[src/rtl/input_wrapper_pkg.sv]
// Shared definitions for the input/output wrapper pair: state encoding and
// default geometry of the narrow bus.
package input_wrapper_pkg;

  // Default geometry; the output wrapper sizes its bus from IW_CHUNK_W too.
  localparam int IW_CHUNK_W    = 8;
  localparam int IW_NUM_CHUNKS = 4;
  localparam int IW_TIMEOUT    = 8;

  // State encoding, fixed so other blocks can decode it directly.
  localparam logic [1:0] ST_IDLE = 2'b00;
  localparam logic [1:0] ST_RECV = 2'b01;
  localparam logic [1:0] ST_FULL = 2'b10;

  typedef enum logic [1:0] {
    IDLE = ST_IDLE,
    RECV = ST_RECV,
    FULL = ST_FULL
  } state_t;

  // Counter width that never collapses to zero bits.
  function automatic int cw(input int n);
    return (n <= 2) ? 1 : $clog2(n);
  endfunction

endpackage

[src/rtl/input_wrapper_if.sv]
// Bus-side and core-side handshake bundle of the input wrapper.
interface input_wrapper_if
  import input_wrapper_pkg::*;
#(
  parameter int CHUNK_W    = IW_CHUNK_W,
  parameter int NUM_CHUNKS = IW_NUM_CHUNKS
);

  logic [CHUNK_W-1:0]            in_data;
  logic                          in_valid;
  logic                          in_ack;
  logic [CHUNK_W*NUM_CHUNKS-1:0] word;
  logic                          ready;
  logic                          core_ack;
  logic                          busy;
  logic                          err;

  // Environment side: drives chunks and the core acknowledge.
  modport master (
    output in_data, in_valid, core_ack,
    input  in_ack, word, ready, busy, err
  );

  // Wrapper side.
  modport slave (
    input  in_data, in_valid, core_ack,
    output in_ack, word, ready, busy, err
  );

endinterface

[src/rtl/input_wrapper_cntrlr.sv]
// FSM and counters of the input wrapper: sequences chunk collection,
// hands the word to the core and aborts stalled partial words.
module input_wrapper_cntrlr
  import input_wrapper_pkg::*;
#(
  parameter int NUM_CHUNKS = IW_NUM_CHUNKS,
  parameter int TIMEOUT    = IW_TIMEOUT,
  parameter int CNT_W      = cw(NUM_CHUNKS)
) (
  input  logic             clk,
  input  logic             rst,
  input  logic             in_valid,
  input  logic             core_ack,
  output logic             ld_slice,
  output logic [CNT_W-1:0] slice_sel,
  output logic             clr_word,
  output logic             in_ack,
  output logic             ready,
  output logic             busy,
  output logic             err
);

  localparam int STALL_W = $clog2(TIMEOUT + 1);

  localparam logic [CNT_W-1:0]   LAST_CNT   = CNT_W'(NUM_CHUNKS - 1);
  localparam logic [STALL_W-1:0] LAST_STALL = STALL_W'(TIMEOUT - 1);

  state_t             state;
  logic [CNT_W-1:0]   cnt;
  logic [STALL_W-1:0] stall;

  // Accept whenever the source offers and a word slot is free; masked during
  // reset so nothing is acknowledged that will be thrown away.
  assign in_ack    = in_valid && !rst && (state != FULL);
  assign ld_slice  = in_ack;
  assign slice_sel = cnt;

  // Timeout fires at the edge ending the last tolerated low cycle.
  assign clr_word  = !rst && (state == RECV) && !in_valid && (stall == LAST_STALL);

  // Single FSM with registered Moore outputs; err defaults low so it pulses.
  always_ff @(posedge clk) begin
    err <= 1'b0;
    if (rst) begin
      state <= IDLE;
      cnt   <= '0;
      stall <= '0;
      ready <= 1'b0;
      busy  <= 1'b0;
    end else begin
      unique case (state)
        IDLE: begin
          stall <= '0;
          if (in_valid) begin
            cnt   <= CNT_W'(1);
            state <= RECV;
            busy  <= 1'b1;
          end
        end
        RECV: begin
          if (in_valid) begin
            stall <= '0;
            if (cnt == LAST_CNT) begin
              cnt   <= '0;
              state <= FULL;
              busy  <= 1'b0;
              ready <= 1'b1;
            end else begin
              cnt <= cnt + CNT_W'(1);
            end
          end else if (stall == LAST_STALL) begin
            cnt   <= '0;
            stall <= '0;
            state <= IDLE;
            busy  <= 1'b0;
            err   <= 1'b1;
          end else begin
            stall <= stall + STALL_W'(1);
          end
        end
        FULL: begin
          stall <= '0;
          if (core_ack) begin
            state <= IDLE;
            ready <= 1'b0;
          end
        end
        default: begin
          state <= IDLE;
          cnt   <= '0;
          stall <= '0;
          ready <= 1'b0;
          busy  <= 1'b0;
        end
      endcase
    end
  end

endmodule

[src/rtl/input_wrapper.sv]
// Input wrapper: assembles NUM_CHUNKS narrow bus chunks (first chunk in the
// LSB) into one wide word and offers it to the core.
module input_wrapper
  import input_wrapper_pkg::*;
#(
  parameter int CHUNK_W    = IW_CHUNK_W,
  parameter int NUM_CHUNKS = IW_NUM_CHUNKS,
  parameter int TIMEOUT    = IW_TIMEOUT
) (
  input  logic              clk,
  input  logic              rst,
  input_wrapper_if.slave    bus
);

  localparam int CNT_W = cw(NUM_CHUNKS);

  if (NUM_CHUNKS < 2) begin : g_bad_chunks
    $error("input_wrapper: NUM_CHUNKS must be >= 2");
  end
  if (TIMEOUT < 1) begin : g_bad_timeout
    $error("input_wrapper: TIMEOUT must be >= 1");
  end

  logic                                ld_slice;
  logic [CNT_W-1:0]                    slice_sel;
  logic                                clr_word;
  logic                                in_ack;
  logic                                ready;
  logic                                busy;
  logic                                err;
  logic [NUM_CHUNKS-1:0][CHUNK_W-1:0]  word_q;

  input_wrapper_cntrlr #(
    .NUM_CHUNKS (NUM_CHUNKS),
    .TIMEOUT    (TIMEOUT),
    .CNT_W      (CNT_W)
  ) u_cntrlr (
    .clk       (clk),
    .rst       (rst),
    .in_valid  (bus.in_valid),
    .core_ack  (bus.core_ack),
    .ld_slice  (ld_slice),
    .slice_sel (slice_sel),
    .clr_word  (clr_word),
    .in_ack    (in_ack),
    .ready     (ready),
    .busy      (busy),
    .err       (err)
  );

  // Word register: cleared on reset/timeout, otherwise one slice per accept.
  // Not cleared on core_ack; stale upper slices are don't-care until ready.
  always_ff @(posedge clk) begin
    if (rst || clr_word) begin
      word_q <= '0;
    end else if (ld_slice) begin
      for (int k = 0; k < NUM_CHUNKS; k++) begin
        if (slice_sel == CNT_W'(k)) word_q[k] <= bus.in_data;
      end
    end
  end

  assign bus.in_ack = in_ack;
  assign bus.word   = word_q;
  assign bus.ready  = ready;
  assign bus.busy   = busy;
  assign bus.err    = err;

endmodule

[src/flat_wrapper.sv]
// flat-port wrapper written by rule: the top's interface ports become plain ports
module input_wrapper_flat import input_wrapper_pkg::*;
#(
  parameter int CHUNK_W    = IW_CHUNK_W,
  parameter int NUM_CHUNKS = IW_NUM_CHUNKS,
  parameter int TIMEOUT    = IW_TIMEOUT
)
  (clk, rst, bus_in_data, bus_in_valid, bus_core_ack, bus_in_ack, bus_word, bus_ready, bus_busy, bus_err);
  input_wrapper_if #(.CHUNK_W(CHUNK_W), .NUM_CHUNKS(NUM_CHUNKS)) bus_i ();
  input  logic clk;
  input  logic rst;
  input wire logic [$bits(bus_i.in_data)-1:0] bus_in_data;
  input wire logic [$bits(bus_i.in_valid)-1:0] bus_in_valid;
  input wire logic [$bits(bus_i.core_ack)-1:0] bus_core_ack;
  output wire logic [$bits(bus_i.in_ack)-1:0] bus_in_ack;
  output wire logic [$bits(bus_i.word)-1:0] bus_word;
  output wire logic [$bits(bus_i.ready)-1:0] bus_ready;
  output wire logic [$bits(bus_i.busy)-1:0] bus_busy;
  output wire logic [$bits(bus_i.err)-1:0] bus_err;
  assign bus_i.in_data = bus_in_data;
  assign bus_i.in_valid = bus_in_valid;
  assign bus_i.core_ack = bus_core_ack;
  assign bus_in_ack = bus_i.in_ack;
  assign bus_word = bus_i.word;
  assign bus_ready = bus_i.ready;
  assign bus_busy = bus_i.busy;
  assign bus_err = bus_i.err;
  input_wrapper #(.CHUNK_W(CHUNK_W), .NUM_CHUNKS(NUM_CHUNKS), .TIMEOUT(TIMEOUT)) u_core (.clk(clk), .rst(rst), .bus(bus_i));
endmodule
[config.mk]
export PLATFORM = sky130hd
export DESIGN_NAME = input_wrapper_flat
export DESIGN_NICKNAME = d
export VERILOG_FILES = /design/src/rtl/input_wrapper_pkg.sv /design/src/rtl/input_wrapper_if.sv /design/src/rtl/input_wrapper_cntrlr.sv /design/src/rtl/input_wrapper.sv /design/src/flat_wrapper.sv
export SDC_FILE = /design/constraint.sdc
export NUM_CORES = 1
export LEC_CHECK = 0
export BUFFER_PORTS_ARGS = -buffer_cell sky130_fd_sc_hd__buf_2
export CORE_AREA = 2 2 65 67
export DETAILED_ROUTE_END_ITERATION = 7
export DIE_AREA = 0 0 67 69
export GPL_ROUTABILITY_DRIVEN = 0
export PLACE_DENSITY = 0.76
export SLEW_MARGIN = 30
export SYNTH_ARGS = -nofsm -noshare
export SYNTH_HDL_FRONTEND = slang
export SYNTH_SLANG_ARGS = --single-unit
export TNS_END_PERCENT = 5
[constraint.sdc]
create_clock -name clk -period 1.9 [get_ports clk]
set_input_delay 0.285 -clock clk [delete_from_list [all_inputs] [get_ports clk]]
set_output_delay 0.285 -clock clk [all_outputs]
set_load 0.02 [all_outputs]
; ---- Word level (Yosys, flattened, before mapping)
; Cells that the tools add are included.
; Widths: inputs -> output; s select.
[totals]
register_bits = 43
word_cells = 67
in_bits = 12
output_inout_bits = 36
[classes]
reduce_logical = 20
bitwise = 3
add_sub_neg = 2
n_eq_ne = 13
n_mux = 19
[op_table]
columns = op, count
row1 = $mux 2, 7
row2 = $pmux 2 s3, 2
row3 = $reduce_and 4->1, 3
row4 = $mux 1, 8
row5 = $ne 2x2->1 const B, 4
row6 = $reduce_and 2->1, 4
row7 = $eq 2x2->1 const B, 3
row8 = $ne 3x2->1 const B, 2
row9 = $pmux 1 s3, 2
row10 = $logic_and 1x1->1, 5
row11 = $add 4x1->4 const B, 1
row12 = $eq 2x1->1 const B, 2
row13 = $eq 4x3->1 const B, 1
row14 = $logic_not 2->1, 2
row15 = $reduce_or 4->1, 1
row16 = $not 1->1, 3
row17 = $reduce_and 3->1, 1
row18 = $reduce_or 3->1, 1
row19 = $add 2x1->2 const B, 1
row20 = $logic_not 1->1, 2
row21 = $ne 2x1->1 const B, 1
row22 = $logic_or 1x1->1, 1

; ---- Longest topological paths before layout
; Gate-level depths: netlist (run 1).
[depth]
word_depth = 5
depth_mapped = 6
ltp_nobuf = 5

; ---- By module
; From an unflattened synthesis (run 1), not the netlist that was laid out.
[hier_totals]
cells_unflattened = 178
area_unflattened_um2 = 1939.4
[modules_own_cells]
columns = mod, area_per_inst_um2, n_inst, seq_area_each_um2, cells_each
row1 = input_wrapper, 1400.1, 1, 640.6, 120
row2 = input_wrapper_cntrlr, 539.3, 1, 220.2, 58

; ---- Least setup slack after synthesis (run 1)
; OpenSTA, ideal clock, no wires.
[synth_path]
path_type = input -> output
startpoint = input rst
endpoint = output bus_in_ack
arrival_ns = 1.168
stages = 5
t_required_ns = 1.615
path_buffers = 3
slack_ns = 0.447
cell_sequence = buf_2 > nand2b_1 > buf_2 > buf_2 > nor2_1
[synth_via]
elab_chain_len = 3
[synth_rtl]
columns = element, line_no
row1 = "start, declared", flat_wrapper.sv:11  ; input logic rst;
row2 = $logic_not 1->1, input_wrapper_cntrlr.sv:34  ; assign in_ack = in_valid && !rst && (state != FULL);
row3 = $logic_and 1x1->1 (2 in series), input_wrapper_cntrlr.sv:34
row4 = "end, declared", flat_wrapper.sv:15  ; output wire logic [$bits(bus_i.in_ack)-1:0] bus_in_ack;
; Every way passes these cells.

; ---- Worst setup path in the final report (run 1)
[layout_path]
startpoint = register u_core.u_cntrlr.state[1]
endpoint = output bus_in_ack
[layout_via]
elab_chain_len = 2
[layout_rtl]
columns = element, line_no
row1 = "start, declared", input_wrapper_cntrlr.sv:28  ; state_t state;
row2 = "start signal, assigned", input_wrapper_cntrlr.sv:45  ; state <= IDLE;
row3 = "start signal, assigned", input_wrapper_cntrlr.sv:56  ; state <= RECV;
row4 = "start signal, assigned", input_wrapper_cntrlr.sv:65  ; state <= FULL;
row5 = $ne 2x2->1, input_wrapper_cntrlr.sv:34
row6 = $logic_and 1x1->1, input_wrapper_cntrlr.sv:34
; Every way passes these cells.

==> results of run 1 <==
[critical path: stages, from the launching register on]
cell,delay (ns)
sky130_fd_sc_hd__dfxtp_1,0.33
sky130_fd_sc_hd__nor2b_2,0.49
sky130_fd_sc_hd__nor2_1,0.13
sky130_fd_sc_hd__buf_2,0.19
[cells in the mapped netlist (all sizes together) (2+ instances only)]
master | number | area share, %
a211oi | 2 | 0.76
a21oi | 32 | 8.1
a221oi | 3 | 1.3
a31oi | 2 | 0.63
buf | 15 | 3.8
clkbuf | 11 | 2.1
dfxtp | 43 | 43
ha | 5 | 3.2
inv | 9 | 1.7
nand2b | 3 | 0.95
nand3 | 2 | 0.50
nand4 | 32 | 10
nor2 | 9 | 1.7
nor2b | 3 | 0.95
nor3 | 2 | 0.50
o21ai | 4 | 1.0
o31ai | 32 | 12
[cells by family (layout without fill, tap and decap cells)]
logic type	Yosys count	after routing	share of synthesized area (%)
compound gates	81	81	26.4
xor+xnor	1	1	0.442
fa+ha+maj	5	5	3.15
buf+inv	36	75	7.76
flops	43	43	43.4
mux	1	1	0.505
simple gates	59	59	18.3
[layer usage]
layer	GRT usage (%)	vias up	wire length [um]	part of all wire, %
li1	-	933	-	-
met5	0	-	0	0
met1	31.6	875	2270	46
met2	32.9	74	2210	45
met3	4.89	8	375	7.6
met4	7.26	0	76	1.5
[layout make-up]
| cell class | count | area (um^2) | share of cell area [%] |
|---|---|---|---|
| repair buffers | 57 | 323 | 13.7 |
| flip-flops and latches | 43 | 861 | 36.5 |
| multi-input cells | 147 | 973 | 41.2 |
| clock buffers | 7 | 96.3 | 4.08 |
| inverters | 10 | 37.5 | 1.59 |
| clock inverters | 1 | 7.51 | 0.318 |
| well taps | 50 | 62.6 | 2.65 |
[sequential cells by signal (all words and copies together), names as in the netlist]
register,flops
u_core.bus.word,32
u_core.u_cntrlr.stall,4
u_core.u_cntrlr.slice_sel,2
u_core.u_cntrlr.state,2
u_core.u_cntrlr.busy,1
u_core.u_cntrlr.err,1
u_core.u_cntrlr.ready,1
[worst min-delay path by stage]
stage	startpoint	endpoint	cells past startpoint
after floorplan	u_core.u_cntrlr.stall[0]	u_core.u_cntrlr.stall[0]	1
after global placement	u_core.u_cntrlr.busy	u_core.u_cntrlr.busy	2
after detailed placement	u_core.u_cntrlr.busy	u_core.u_cntrlr.busy	2
after CTS	bus_in_data[0]	u_core.bus.word[8]	3
after global routing	bus_in_data[0]	u_core.bus.word[16]	3
final	bus_in_data[0]	u_core.bus.word[16]	3
[power by group through the flow]
stage | combinational [W] | clock [W] | sequential (W)
floorplan | 0.000103 | 0 | 0.000970
global placement | 0.000187 | 0 | 0.000952
detailed placement | 0.000188 | 0 | 0.000953
CTS | 0.000189 | 0.000655 | 0.000931
global route | 0.000208 | 0.000693 | 0.000934
finish | 0.000190 | 0.000643 | 0.000931
[per-stage QoR]
step                hold WS, ns  utilization, %  area (um^2)  setup slack, ns  total power [W]
finish                    0.282            60.3         2360            0.174          0.00176
global route              0.280            60.3         2360           0.0631          0.00183
CTS                       0.269            60.3         2360            0.170          0.00177
detailed placement        0.449            57.7         2260            0.403          0.00114
global placement          0.445            57.7         2260            0.443          0.00114
floorplan                 0.428               -         1980            0.447          0.00107
==> results.md, run 1 <==
Logic synthesis:
- The post-synthesis average cell area is 8.78 um^2.
- Yosys mapped a number of flops with a built-in enable equal to 0.
- Among all flip-flop cells after synthesis, the most frequent one is sky130_fd_sc_hd__dfxtp_1.
- The sequential share of the synthesized area is 43.4%.
- The number of different library cells used by synthesis comes to 34.
- Counting every net in the synthesized netlist gives 243.
- The synthesized cell area is 1980 um^2.
- The Yosys step of the flow raised 0 warnings.
- After technology mapping, the gate count stands at 226.
- The synthesized design contains 43 register bits.
- In the synthesized netlist the async set-or-reset flop fraction comes to 0%.

Status:
- The run finished with clean final reports.

Setup path:
- The category of the worst setup path launch point is a register.
- In this run the register-to-register setup slack is 0.39 ns.
- The kind of capture point of the worst setup path is an output port.
- STA puts the critical path data required time at 1.62 ns.
- In this run the critical register-to-register path is launched from u_core.u_cntrlr.slice_sel[0].
- The highest fanout seen on the critical path is 14.
- The startpoint-to-endpoint class of the critical path is register to output port.
- The data arrival time at the worst-slack endpoint is 1.44 ns.
- The most critical setup path has its startpoint at u_core.u_cntrlr.state[1].
- The capturing instance or port of the critical path is bus_in_ack.
- The number of cells traversed by the worst register-to-register path is 5.
- The reg-to-reg endpoint is u_core.bus.word[7].

Clocking:
- The hold-fix buffer count after cts is 0.
- The clock reaches the later pin of the worst-skew pair after 0.30 ns.
- In this run the post-CTS setup repair buffer count came out at 0.
- The total number of H-tree levels is 2.
- The clock tree from TritonCTS is built.
- No sink is reached through more buffers than the 2 on the longest clock path.
- The tree built by TritonCTS fans out to 43 sinks.
- The number of clock buffers inserted by TritonCTS is 5.
- Post-CTS repair changed the size of 0 cells.
- The clock transition at the register clock pins on the worst setup and hold paths after CTS is 0.08 ns.
- The root buffer cell chosen for the clock tree is sky130_fd_sc_hd__clkbuf_8.

Pwr:
- The analysis attributes to net switching a power of 0.000452 W.
- In this run, the combinational gates consume 10.8% of the power.
- The fraction of power spent switching nets is 25.6%.
- The static leakage power is 0.945 nW.
- The worst IR drop on VDD is 0.376 mV.
- Sequential cells burn 52.8% of the power.
- Dividing total power by cell area gives a power density of 747 nW/um^2.
- The internal portion of the total power is 0.00131 W.
- The share of power burned in the clock network is 36.4%.

Detailed routing:
- The routed design has 4930 um of wire.
- The routed layout has 1890 vias.
- After detailed routing, the average wire length per cell comes to 15.7 um.
- The routed via count divided by cell count is 6.00.
- The detail route stage leaves a number of antenna-violating nets equal to 0.
- The first routing iteration left 190 violations.
- The post-route DRC violation count is 0.
- The iteration count of the initial detailed-routing pass is 4.

Global route:
- The first-pass GRT wire length is 8090 um.
- The maximum number of pins on one net before global-route repair is 33.
- The number of global-route vias before repair was 1655.
- Global routing used 22.2% of the available tracks.
- The number of antenna violations at the first check in global routing was 0.
- The overflow left after global routing is 0.

Final layout:
- The area growth from synthesis to layout is 19.1%.
- In the layout the commonest cells are sky130_fd_sc_hd__buf_2 (47), sky130_fd_sc_hd__dfxtp_1 (43), sky130_fd_sc_hd__nand4_1 (32), sky130_fd_sc_hd__o31ai_1 (32), sky130_fd_sc_hd__a21oi_1 (32).
- The leading cell type in the layout, fill and taps excluded is sky130_fd_sc_hd__buf_2.
- For this run, the post-layout net count is 281.
- The fill cell total of the finished layout is 390.
- 0 antenna diodes ended up in the layout.
- The count of non-filler cells in the finished layout is 315.
- The share of post-route cells with drive strength above 1 is 26.4%.

STA:
- Setup repair after global routing left no endpoint under its margin.
- Across the routed clock network, the largest skew measured is 0.00610 ns.
- The post-route minimum period is 1.73 ns.
- The total count of max-transition violations in the final report was 0.
- The fmax is 579 MHz.
- After routing, the total negative slack on setup checks comes to 0 ns.
- The tightest slew margin relative to the limit is 62.4%.
- The measured slew at the worst slew-check pin is 0.561 ns.
- Setup violations remaining at the end of the flow were counted as 0.
- The final critical path takes up 90.9% of the cycle.
- The total count of hold-check failures in the final report was 0.

Job:
- The number of maximum-capacitance violations is 0.

Die:
- The die extent in x is 67 um.
- From bottom edge to top edge, the die measures 69 um.
- The effective utilization at floorplan is 50.7%.
- The die area is 4620 um^2.
- For this design the top-level I/O count stands at 48.
- The area of the core is 3910 um^2.
- After floorplanning, the core was divided into 23 placement rows.

Placement:
- The number of placed cells counting well taps is 307.
- The quantity of I/O buffers inserted on ports is 47.
- After legalization and detailed placement, the total HPWL measured 3370 um.

Min path:
- The class of the most critical hold timing path is input pin to register.
(Power assumes the default switching activity.)
==> run 2, diff against run 1 <==
--- a/config.mk
+++ b/config.mk
@@ -10,7 +10,7 @@
 export DETAILED_ROUTE_END_ITERATION = 7
 export DIE_AREA = 0 0 67 69
 export GPL_ROUTABILITY_DRIVEN = 0
-export PLACE_DENSITY = 0.76
+export PLACE_DENSITY = 0.77
 export SLEW_MARGIN = 30
 export SYNTH_ARGS = -nofsm -noshare
 export SYNTH_HDL_FRONTEND = slang
==> run 2 against run 1 <==
Effect of this change:
- first-iteration DRC count increased by 4.2%
- register-to-register slack got worse by 0.03 ns
- non-clock buffer count decreased by 1
- total power decreased by 0.22%
- clock power about the same
- die area unchanged
- global-route usage decreased by 0.16 points
- utilization decreased by 0.29 points
- critical path depth increased by 2
- routed wire length decreased by 0.81%
- maximum frequency increased by 12%
- combinational power decreased by 3%
- critical endpoint is now u_core.bus.word[22]
- largest cell class unchanged
==> results.md, run 2 (synthesis gave the netlist of run 1 again) <==
Status:
- The run finished with clean final reports.

Clocking:
- The clock tree from TritonCTS is built.
- The number of resized instances in the post-cts repair step was 0 (unchanged).
- The tree is rooted in a sky130_fd_sc_hd__clkbuf_8.
- The setup fix buffers added after clock tree synthesis was 0 (unchanged).
- The hold-fix buffer count after cts was 0 (unchanged).
- The worst-skew pair later-pin latency is 0.30 ns (about the same).
- The clock transition at the register clock pins on the worst setup and hold paths after CTS is 0.08 ns (about the same).
- The number of sinks handled by clock tree synthesis is 43 (unchanged).
- The total number of H-tree levels is 2 (unchanged).
- The worst-case clock buffer depth is 2 (unchanged).
- The number of clock buffers inserted by TritonCTS is 5 (unchanged).

Detailed routing:
- The routed via count divided by cell count is 6.06 (+1.0%).
- The detail-routed net length per standard cell is 15.6 um (-0.50%).
- The total detailed-routing wirelength is 4890 um (-0.81%).
- The remaining antenna violation count after routing is 0 (unchanged).
- The iteration count of the initial detailed-routing pass is 4 (unchanged).
- The post-route DRC violation count is 0 (unchanged).
- The violation count after the first detailed-routing iteration came to 198 (+4.2%).
- The overall via count from detail_route came to 1903 (+0.69%).

Global route:
- The first-pass GRT wire length is 8050 um (-0.59%).
- The maximum number of pins on one net before global-route repair was 33 (unchanged).
- The global routing usage summed across all routing layers is 22.0% (-0.16 points).
- The number of global-route vias before repair is 1704 (+3.0%).
- The number of antenna violations at the first check in global routing is 0 (unchanged).
- The overflow left after global routing is 0 (unchanged).

STA:
- Setup repair after global routing left no endpoint under its margin.
- The total count of hold-check failures in the final report is 0 (unchanged).
- The post-route minimum period is 1.54 ns (-0.182 ns).
- The worst clock skew is 0.00369 ns (-0.00241 ns).
- The final count of negative-setup-slack endpoints is 0 (unchanged).
- The measured slew at the worst slew-check pin is 0.435 ns (-0.127 ns).
- The total count of max-transition violations in the final report was 0 (unchanged).
- The aggregate negative setup slack came to 0 ns (unchanged).
- The tightest slew margin relative to the limit is 71.0% (+8.6 points).
- The fmax is 648 MHz (+12%).
- The final worst setup slack is 0.356 ns (+0.182 ns).
- The portion of the clock cycle consumed by the worst path in the final layout came to 81.3% (-9.6 points).
- The worst hold slack is 0.282 ns (+0.000212 ns).

Pwr:
- The static leakage power came to 0.941 nW (-0.43%).
- The worst IR drop on VDD was 0.389 mV (+3.6%).
- The power per cell area was 749 nW/um^2 (+0.26%).

Die:
- The die area was 4620 um^2 (unchanged).
- The area of the core is 3910 um^2 (unchanged).
- The die extent in x was 67 um (unchanged).
- The vertical die dimension is 69 um (unchanged).
- The count of standard-cell rows is 23 (unchanged).
- The effective utilization at floorplan was 50.7% (unchanged).
- The number of top-level pins is 48 (unchanged).

Final layout:
- The area growth from synthesis to layout is 18.5%.
- Leaving out fill and tap cells, the most frequent cell in the layout is sky130_fd_sc_hd__buf_2.
- The share of post-route cells with drive strength above 1 was 25.8% (-0.66 points).
- The flip-flop count of the largest register, all copies and words added was 32 (unchanged).
- The fill cell total of the finished layout is 374 (-4.1%).
- The number of nets in the layout is 280 (-0.36%).
- The final antenna diode count is 0 (unchanged).
- Leaving out fill and tap cells, the most frequent cells in the layout are sky130_fd_sc_hd__buf_2 (47), sky130_fd_sc_hd__dfxtp_1 (43), sky130_fd_sc_hd__nand4_1 (32), sky130_fd_sc_hd__o31ai_1 (32), sky130_fd_sc_hd__a21oi_1 (32).

Min path:
- The path class of the tightest hold or removal check is input pin to register.

Setup path:
- The category of the worst setup path launch point is a register.
- The startpoint-to-endpoint class of the critical path is register to register.
- The highest fanout seen on the critical path is 9 (-5).
- The data arrival time at the worst-slack endpoint is 1.73 ns (+0.29 ns).
- The critical path required time is 2.09 ns (+0.47 ns).
- STA classifies the critical path endpoint as a register.

Placement:
- The quantity of I/O buffers inserted on ports came to 47 (unchanged).
- The HPWL after detailed placement was 3400 um (+1.0%).
- The worst slack at placement is 0.382 ns (-0.0216 ns).

Job:
- The number of maximum-capacitance violations is 0 (unchanged).
run 2: changes by cell type in the layout (fill, tap and decap cells not counted):
cell / before / now
sky130_fd_sc_hd__buf_4: 9 / 8
sky130_fd_sc_hd__clkbuf_1: 0 / 1
sky130_fd_sc_hd__clkinvlp_4: 1 / 0
run 2: final cells by class:
class                      instances  area, um^2  area share [%]
multi-input combinational        147         973            41.4
sequential                        43         861            36.6
timing repair buffer              56         315            13.4
clock buffer                       8         100            4.26
tap                               50        62.6            2.66
inverter                          10        37.5            1.60
run 2: critical path, cell delays in order (launching register included):
cell and delay [ns]:
sky130_fd_sc_hd__dfxtp_1 0.35, sky130_fd_sc_hd__inv_1 0.12, sky130_fd_sc_hd__ha_1 0.35, sky130_fd_sc_hd__inv_1 0.23, sky130_fd_sc_hd__o31ai_1 0.30, sky130_fd_sc_hd__a21oi_1 0.09
run 2: final timing paths:
check / start / end / slack [ns] / cells after the start
worst max-delay path: u_core.u_cntrlr.slice_sel[0] / u_core.bus.word[22] / 0.36 / 5
worst min-delay path: bus_in_data[7] / u_core.bus.word[7] / 0.28 / 3
worst max register to register: u_core.u_cntrlr.slice_sel[0] / u_core.bus.word[22] / 0.36 / 5
worst min register to register: u_core.u_cntrlr.busy / u_core.u_cntrlr.busy / 0.46 / 2
run 2: metrics by stage:
step | power [W] | area (um^2) | utilization, % | instances
detailed placement | 0.00114 | 2250 | 57.5 | 306
CTS | 0.00177 | 2350 | 60.0 | 314
floorplan | 0.00107 | 1980 | - | 226
finish | 0.00176 | 2350 | 60.0 | 314
global route | 0.00183 | 2350 | 60.0 | 314
global placement | 0.00114 | 2250 | 57.5 | 306
run 2: where the power goes:
group	switching, W	total [W]	internal [W]
registers	0.0000152	0.000935	0.000920
clock network	0.000310	0.000642	0.000332
logic	0.000123	0.000184	0.0000606
total	0.000448	0.00176	0.00131
run 2: metal layers:
layer  share of wire (%)  GRT usage, %
met1                  46          29.9
met4                 1.9          8.62
met3                 5.4          5.38
met2                  46          33.2
met5                   0             0
